`config.mk`:
```
export PLATFORM = sky130hd
export DESIGN_NAME = mmc_resp_receive
export DESIGN_NICKNAME = d
export VERILOG_FILES = /design/src/rtl/mmc_resp_receive_pkg.sv /design/src/rtl/mmc_crc7_serial.sv /design/src/rtl/mmc_resp_receive.sv
export SDC_FILE = /design/constraint.sdc
export NUM_CORES = 1
export LEC_CHECK = 0
export BUFFER_PORTS_ARGS = -buffer_cell sky130_fd_sc_hd__buf_4
export CORE_MARGIN = 5
export CORE_UTILIZATION = 63
export DETAILED_ROUTE_END_ITERATION = 10
export GPL_ROUTABILITY_DRIVEN = 1
export PLACE_DENSITY = 0.93
export SKIP_CTS_REPAIR_TIMING = 1
export SYNTH_ARGS = -nofsm -noshare
export SYNTH_HDL_FRONTEND = slang
export SYNTH_HIERARCHICAL = 1
export SYNTH_SLANG_ARGS = --single-unit
```
`constraint.sdc`:
```
create_clock -name clk -period 6.6 [get_ports clk]
set_input_delay 0.99 -clock clk [delete_from_list [all_inputs] [get_ports clk]]
set_output_delay 0.99 -clock clk [all_outputs]
set_load 0.01 [all_outputs]
```
`src/rtl/mmc_resp_receive_pkg.sv`:
```
// Shared constants, state encoding and CRC7 step for the MMC response path.
package mmc_resp_receive_pkg;

  localparam int RESP_LEN_SHORT = 48;
  localparam int RESP_LEN_LONG  = 136;

  localparam logic [6:0] CRC7_POLY = 7'h09;

  typedef enum logic [1:0] {
    S_IDLE,
    S_WAIT_START,
    S_RECV,
    S_FINISH
  } state_t;

  function automatic logic [6:0] crc7_step(
    input logic [6:0] crc,
    input logic       din
  );
    logic fb;
    fb = din ^ crc[6];
    return {crc[5:0], 1'b0} ^ (fb ? CRC7_POLY : 7'h00);
  endfunction

endpackage

```
`src/rtl/mmc_crc7_serial.sv`:
```
// Bit-serial CRC7 (x^7+x^3+1), MSB-first, zero initial value.
module mmc_crc7_serial
  import mmc_resp_receive_pkg::*;
(
  input  logic       clk,
  input  logic       reset_n,
  input  logic       clr,
  input  logic       en,
  input  logic       din,
  output logic [6:0] crc
);

  always_ff @(posedge clk or negedge reset_n) begin
    if (!reset_n) begin
      crc <= '0;
    end else if (clr) begin
      crc <= '0;
    end else if (en) begin
      crc <= crc7_step(crc, din);
    end
  end

endmodule

```
`src/rtl/mmc_resp_receive.sv`:
```
// MMC CMD-line response receiver: waits for start bit, shifts in an
// R1/R3 (48-bit) or R2 (136-bit) frame and checks CRC7 and framing.
module mmc_resp_receive
  import mmc_resp_receive_pkg::*;
#(
  parameter int TIMEOUT = 64
) (
  input  logic        clk,
  input  logic        reset_n,
  input  logic        start,
  input  logic        long_resp,
  input  logic        crc_chk,
  input  logic        bit_en,
  input  logic        cmd_in,
  output logic        busy,
  output logic        done,
  output logic [5:0]  resp_index,
  output logic [31:0] resp_arg,
  output logic        crc_err,
  output logic        frame_err,
  output logic        timeout
);

  localparam int TW = $clog2(TIMEOUT + 1);

  state_t        state;
  logic          long_q;
  logic          chk_q;
  logic [7:0]    cnt;
  logic [TW-1:0] tcnt;
  logic [39:0]   sr;
  logic [39:0]   sr_nx;
  logic [5:0]    hdr;
  logic [6:0]    crc;
  logic [7:0]    len;
  logic [7:0]    pay_end;
  logic [7:0]    feed_lo;
  logic          in_feed;
  logic          crc_clr;
  logic          crc_en;

  assign sr_nx   = {sr[38:0], cmd_in};
  assign len     = long_q ? 8'(RESP_LEN_LONG) : 8'(RESP_LEN_SHORT);
  assign pay_end = len - 8'd9;
  // R2 excludes its 8-bit header from the CRC
  assign feed_lo = long_q ? 8'd8 : 8'd1;
  assign in_feed = (cnt >= feed_lo) && (cnt <= pay_end);

  assign crc_clr = (state == S_IDLE) && start;
  assign crc_en  = bit_en &&
                   (((state == S_WAIT_START) && !cmd_in) ||
                    ((state == S_RECV) && in_feed));

  mmc_crc7_serial u_crc (
    .clk     (clk),
    .reset_n (reset_n),
    .clr     (crc_clr),
    .en      (crc_en),
    .din     (cmd_in),
    .crc     (crc)
  );

  always_ff @(posedge clk or negedge reset_n) begin
    if (!reset_n) begin
      state      <= S_IDLE;
      long_q     <= 1'b0;
      chk_q      <= 1'b0;
      cnt        <= '0;
      tcnt       <= '0;
      sr         <= '0;
      hdr        <= '0;
      busy       <= 1'b0;
      done       <= 1'b0;
      resp_index <= '0;
      resp_arg   <= '0;
      crc_err    <= 1'b0;
      frame_err  <= 1'b0;
      timeout    <= 1'b0;
    end else begin
      unique case (state)
        S_IDLE: begin
          if (start) begin
            long_q     <= long_resp;
            chk_q      <= crc_chk;
            cnt        <= '0;
            tcnt       <= '0;
            busy       <= 1'b1;
            resp_index <= '0;
            resp_arg   <= '0;
            crc_err    <= 1'b0;
            frame_err  <= 1'b0;
            timeout    <= 1'b0;
            state      <= S_WAIT_START;
          end
        end
        S_WAIT_START: begin
          if (bit_en) begin
            if (!cmd_in) begin
              cnt   <= 8'd1;
              state <= S_RECV;
            end else begin
              if (tcnt != TW'(TIMEOUT)) begin
                tcnt <= tcnt + TW'(1);
              end
              if (tcnt == TW'(TIMEOUT - 1)) begin
                timeout <= 1'b1;
                done    <= 1'b1;
                busy    <= 1'b0;
                state   <= S_FINISH;
              end
            end
          end
        end
        S_RECV: begin
          if (bit_en) begin
            sr  <= sr_nx;
            cnt <= cnt + 8'd1;
            if (cnt == 8'd1 && cmd_in) begin
              frame_err <= 1'b1;
            end
            // header index is complete after 8 bits in both formats
            if (cnt == 8'd7) begin
              hdr <= sr_nx[5:0];
            end
            if (cnt == pay_end) begin
              resp_index <= hdr;
              resp_arg   <= sr_nx[31:0];
            end
            if (cnt == len - 8'd1) begin
              if (!cmd_in) begin
                frame_err <= 1'b1;
              end
              // sr[6:0] now holds the received CRC field, MSB first
              if (chk_q && (sr[6:0] != crc)) begin
                crc_err <= 1'b1;
              end
              done  <= 1'b1;
              busy  <= 1'b0;
              state <= S_FINISH;
            end
          end
        end
        S_FINISH: begin
          done  <= 1'b0;
          state <= S_IDLE;
        end
        default: state <= S_IDLE;
      endcase
    end
  end

endmodule

```
==> reports/metrics.cfg <==
[die]
io_pins=50
core_area_mm2=0.007253
die_width_um=96.22
placementRows=31
initial_core_util=0.6457
die-area_mm2=0.009258
die_h_um=96.22

[clock_tree]
insertion_delay_ns=0.37
cts_max_path_buffers=2
root_buffer=clkbuf_8
cts.clk_slew.worst_paths_ns=0.12
cts_buffers=9
numClockSinks=106
cts_max_level=3
cts_tree=built

[routing]
num_vias=3200
drt-total-wl_um=9632
drc=0
drt_iter0_markers=203
via_per_inst=6.072
routedWlPerCell_um=18.28
firstDrtPassIters=5
ant_nets=0

[sta]
relSlewSlack=0.2750
fmax_mhz=341.3
maxSlewViolCount=0
hold_violations=0
fin_crit_ns=2.930
post-route-period-util=0.4439
skew_ns=0.01851
max_slew.worst_pin.slew_ns=1.088
tns_ns=0
setup_violations=0
rsz0062_at_grt=no

[synthesis]
ys_types=49
syn_area_mm2=0.004683
synth-edff-count=0
synth-async-reset-ratio=1.000
syn_nets=399
synth_seq_cells=106
synth.avg_cell_area_um2=12.36
syn_inst=379
yosysWarningCount=6
synth_ff_type=dfrtp_1
seq_area_frac_synth=0.5664

[worst_setup_path]
crit_path_end_kind=register
critPathMaxStageDelay_ns=0.93
worst-setup-path-type=register to register
worst_setup_path_start_kind=register
slowest_stage=and2_1
required_ns=6.90
crit_arrival_ns=3.23
path_cells=inv_1, ha_1, and2_1, and3_1, buf_4, a22o_1
path_max_fanout=38

[run]
max_cap_violations=0

[power_and_ir_drop]
p_leak_nw=2.639
power_density_mw_per_mm2=327.6
vdd_drop_max_mv=0.1573

[global_route]
track_usage=0.2272
antenna_found_initial=0
grt_pass1_wl_um=16070
grt_pass1_vias=3230
overflow=0
grt_max_degree=65

[cells_and_area]
nets=443
fin_cells=527
fin_util=0.7345
n_fill_cell=456
syn_to_final_growth_pct=13.76
multi_input_area_mm2=0.001912
num_antenna_cells=0
layout-drive-gt1-share=0.2757
fin_area_mm2=0.005328
ff_latch_area_mm2=0.002653

[placement]
gp_congestion=0.8106
place_area_mm2=0.005124
place_hpwl_um=6474
portBuffers=49
dp.cells=511

[min_path]
holdCritPathClass=register to register

[outcome]
status=completed

cell type report:
cell class | count | share of cell area
clock buffers | 9 | 0.02325
clock inverters | 7 | 0.01503
inverters | 10 | 0.007046
multi-input cells | 243 | 0.3589
flip-flops and latches | 106 | 0.4979
well taps | 99 | 0.02325
repair buffers | 53 | 0.07468
path summary, 6_finish.rpt:
path / startpoint / endpoint / slack, ns / cells after the start
setup / recovery: state[0]$_DFFE_PN0P_ / resp_arg[6]$_DFFE_PN0P_ / 3.67 / 6
hold / removal: hdr[4]$_DFFE_PN0P_ / resp_index[4]$_DFFE_PN0P_ / 0.51 / 1
setup reg to reg: state[0]$_DFFE_PN0P_ / resp_arg[6]$_DFFE_PN0P_ / 3.67 / 6
hold reg to reg: hdr[4]$_DFFE_PN0P_ / resp_index[4]$_DFFE_PN0P_ / 0.51 / 1
max in group asynchronous: reset_n / resp_arg[7]$_DFFE_PN0P_ / 4.83 / 2
min in group asynchronous: reset_n / cnt[0]$_DFFE_PN0P_ / 0.58 / 1
worst max-delay path: cells and delay by family (launching register included):
| kind | cells | cell delay (ns) |
|---|---|---|
| AOI/OAI and AO/OA | 1 | 0.19 |
| buffers and inverters | 2 | 0.49 |
| and+or+nand+nor | 2 | 1.20 |
| DFF | 1 | 0.47 |
| adders and majority gates | 1 | 0.49 |
stage by stage:
| step | hold WS [ns] | setup WS [ns] | total power, W |
|---|---|---|---|
| 3_5_place_dp | 0.4889 | 3.682 | 0.001354 |
| 4_1_cts | 0.5138 | 3.667 | 0.001751 |
| 2_1_floorplan | 0.4604 | 4.308 | 0.001208 |
| 6_report | 0.5101 | 3.670 | 0.001745 |
| 3_3_place_gp | 0.4697 | 3.816 | 0.001313 |
| 5_1_grt | 0.5271 | 3.443 | 0.001858 |
sequential cells by signal, summed over array words and instances (netlist names):
| register | count |
|---|---|
| tcnt | 7 |
| resp_index | 6 |
| done | 1 |
| u_crc/crc | 7 |
| hdr | 6 |
| sr | 31 |
| cnt | 8 |
| long_q | 1 |
| busy | 1 |
| resp_arg | 32 |
| crc_err | 1 |
| chk_q | 1 |
| state | 2 |
| timeout | 1 |
| frame_err | 1 |
layout by cell type, fill, tap and decap left out, types with 3 or more instances in the layout:
cell | Yosys | routed
ha_1 | 13 | 13
o31ai_1 | 7 | 7
o211ai_1 | 4 | 4
and2_1 | 6 | 6
inv_1 | 10 | 10
buf_4 | 1 | 53
o21ai_0 | 18 | 17
a22o_1 | 39 | 39
a21oi_1 | 3 | 3
nand3_1 | 8 | 8
nand2_1 | 22 | 22
dfrtp_1 | 106 | 106
xor2_1 | 7 | 7
nand2b_1 | 5 | 5
mux2_2 | 39 | 39
nor2b_1 | 5 | 5
nor3_1 | 4 | 4
and3_1 | 4 | 4
nor2_1 | 12 | 12
mux2i_1 | 9 | 9
a221oi_1 | 3 | 3
clkbuf_8 | 0 | 9
cell families after synthesis:
| group | Yosys count | share of synthesized area |
|---|---|---|
| buffers and inverters | 30 | 0.02618 |
| adder cells (fa/ha/maj) | 13 | 0.03473 |
| AO/OA/AOI/OAI | 89 | 0.1443 |
| AND/OR/NAND/NOR | 85 | 0.1005 |
| multiplexers | 48 | 0.1130 |
| flip-flops | 106 | 0.5664 |
| XOR/XNOR | 8 | 0.01496 |
metal layers:
metal  wire length, um  global-route usage  part of all wire
met1              4251              0.3157              0.44
met2              4805              0.3525              0.50
met3               387             0.04222             0.040
met4               188             0.09360             0.020
met5                 0                   0                 0
cells in the mapped netlist (all sizes together), types with 3 or more instances:
cell type  instances  area share
mux2              39       0.094
o31ai              7       0.011
nand3              8      0.0085
and2               6      0.0080
clkbuf            11      0.0088
or4b               3      0.0064
dfrtp            106        0.57
a21oi              3      0.0032
nand2             22       0.018
o211ai             4      0.0064
ha                13       0.035
xor2               7       0.013
nor3               5      0.0077
and3               4      0.0053
o21ai             20       0.021
nor2              12      0.0096
a221oi             3      0.0056
inv               10      0.0080
mux2i              9       0.019
a22o              39       0.073
nand2b             5      0.0067
buf                9      0.0094
nor2b              5      0.0067
report_power, final:
| part | switching (W) | internal [W] | leakage, nW | total [W] |
|---|---|---|---|---|
| clock | 0.000244 | 0.000151 | 0.0994 | 0.000395 |
| combinational | 0.000312 | 0.000223 | 1.09 | 0.000535 |
| sequential | 0.0000873 | 0.000728 | 1.45 | 0.000816 |
(Power assumes the default switching activity.)
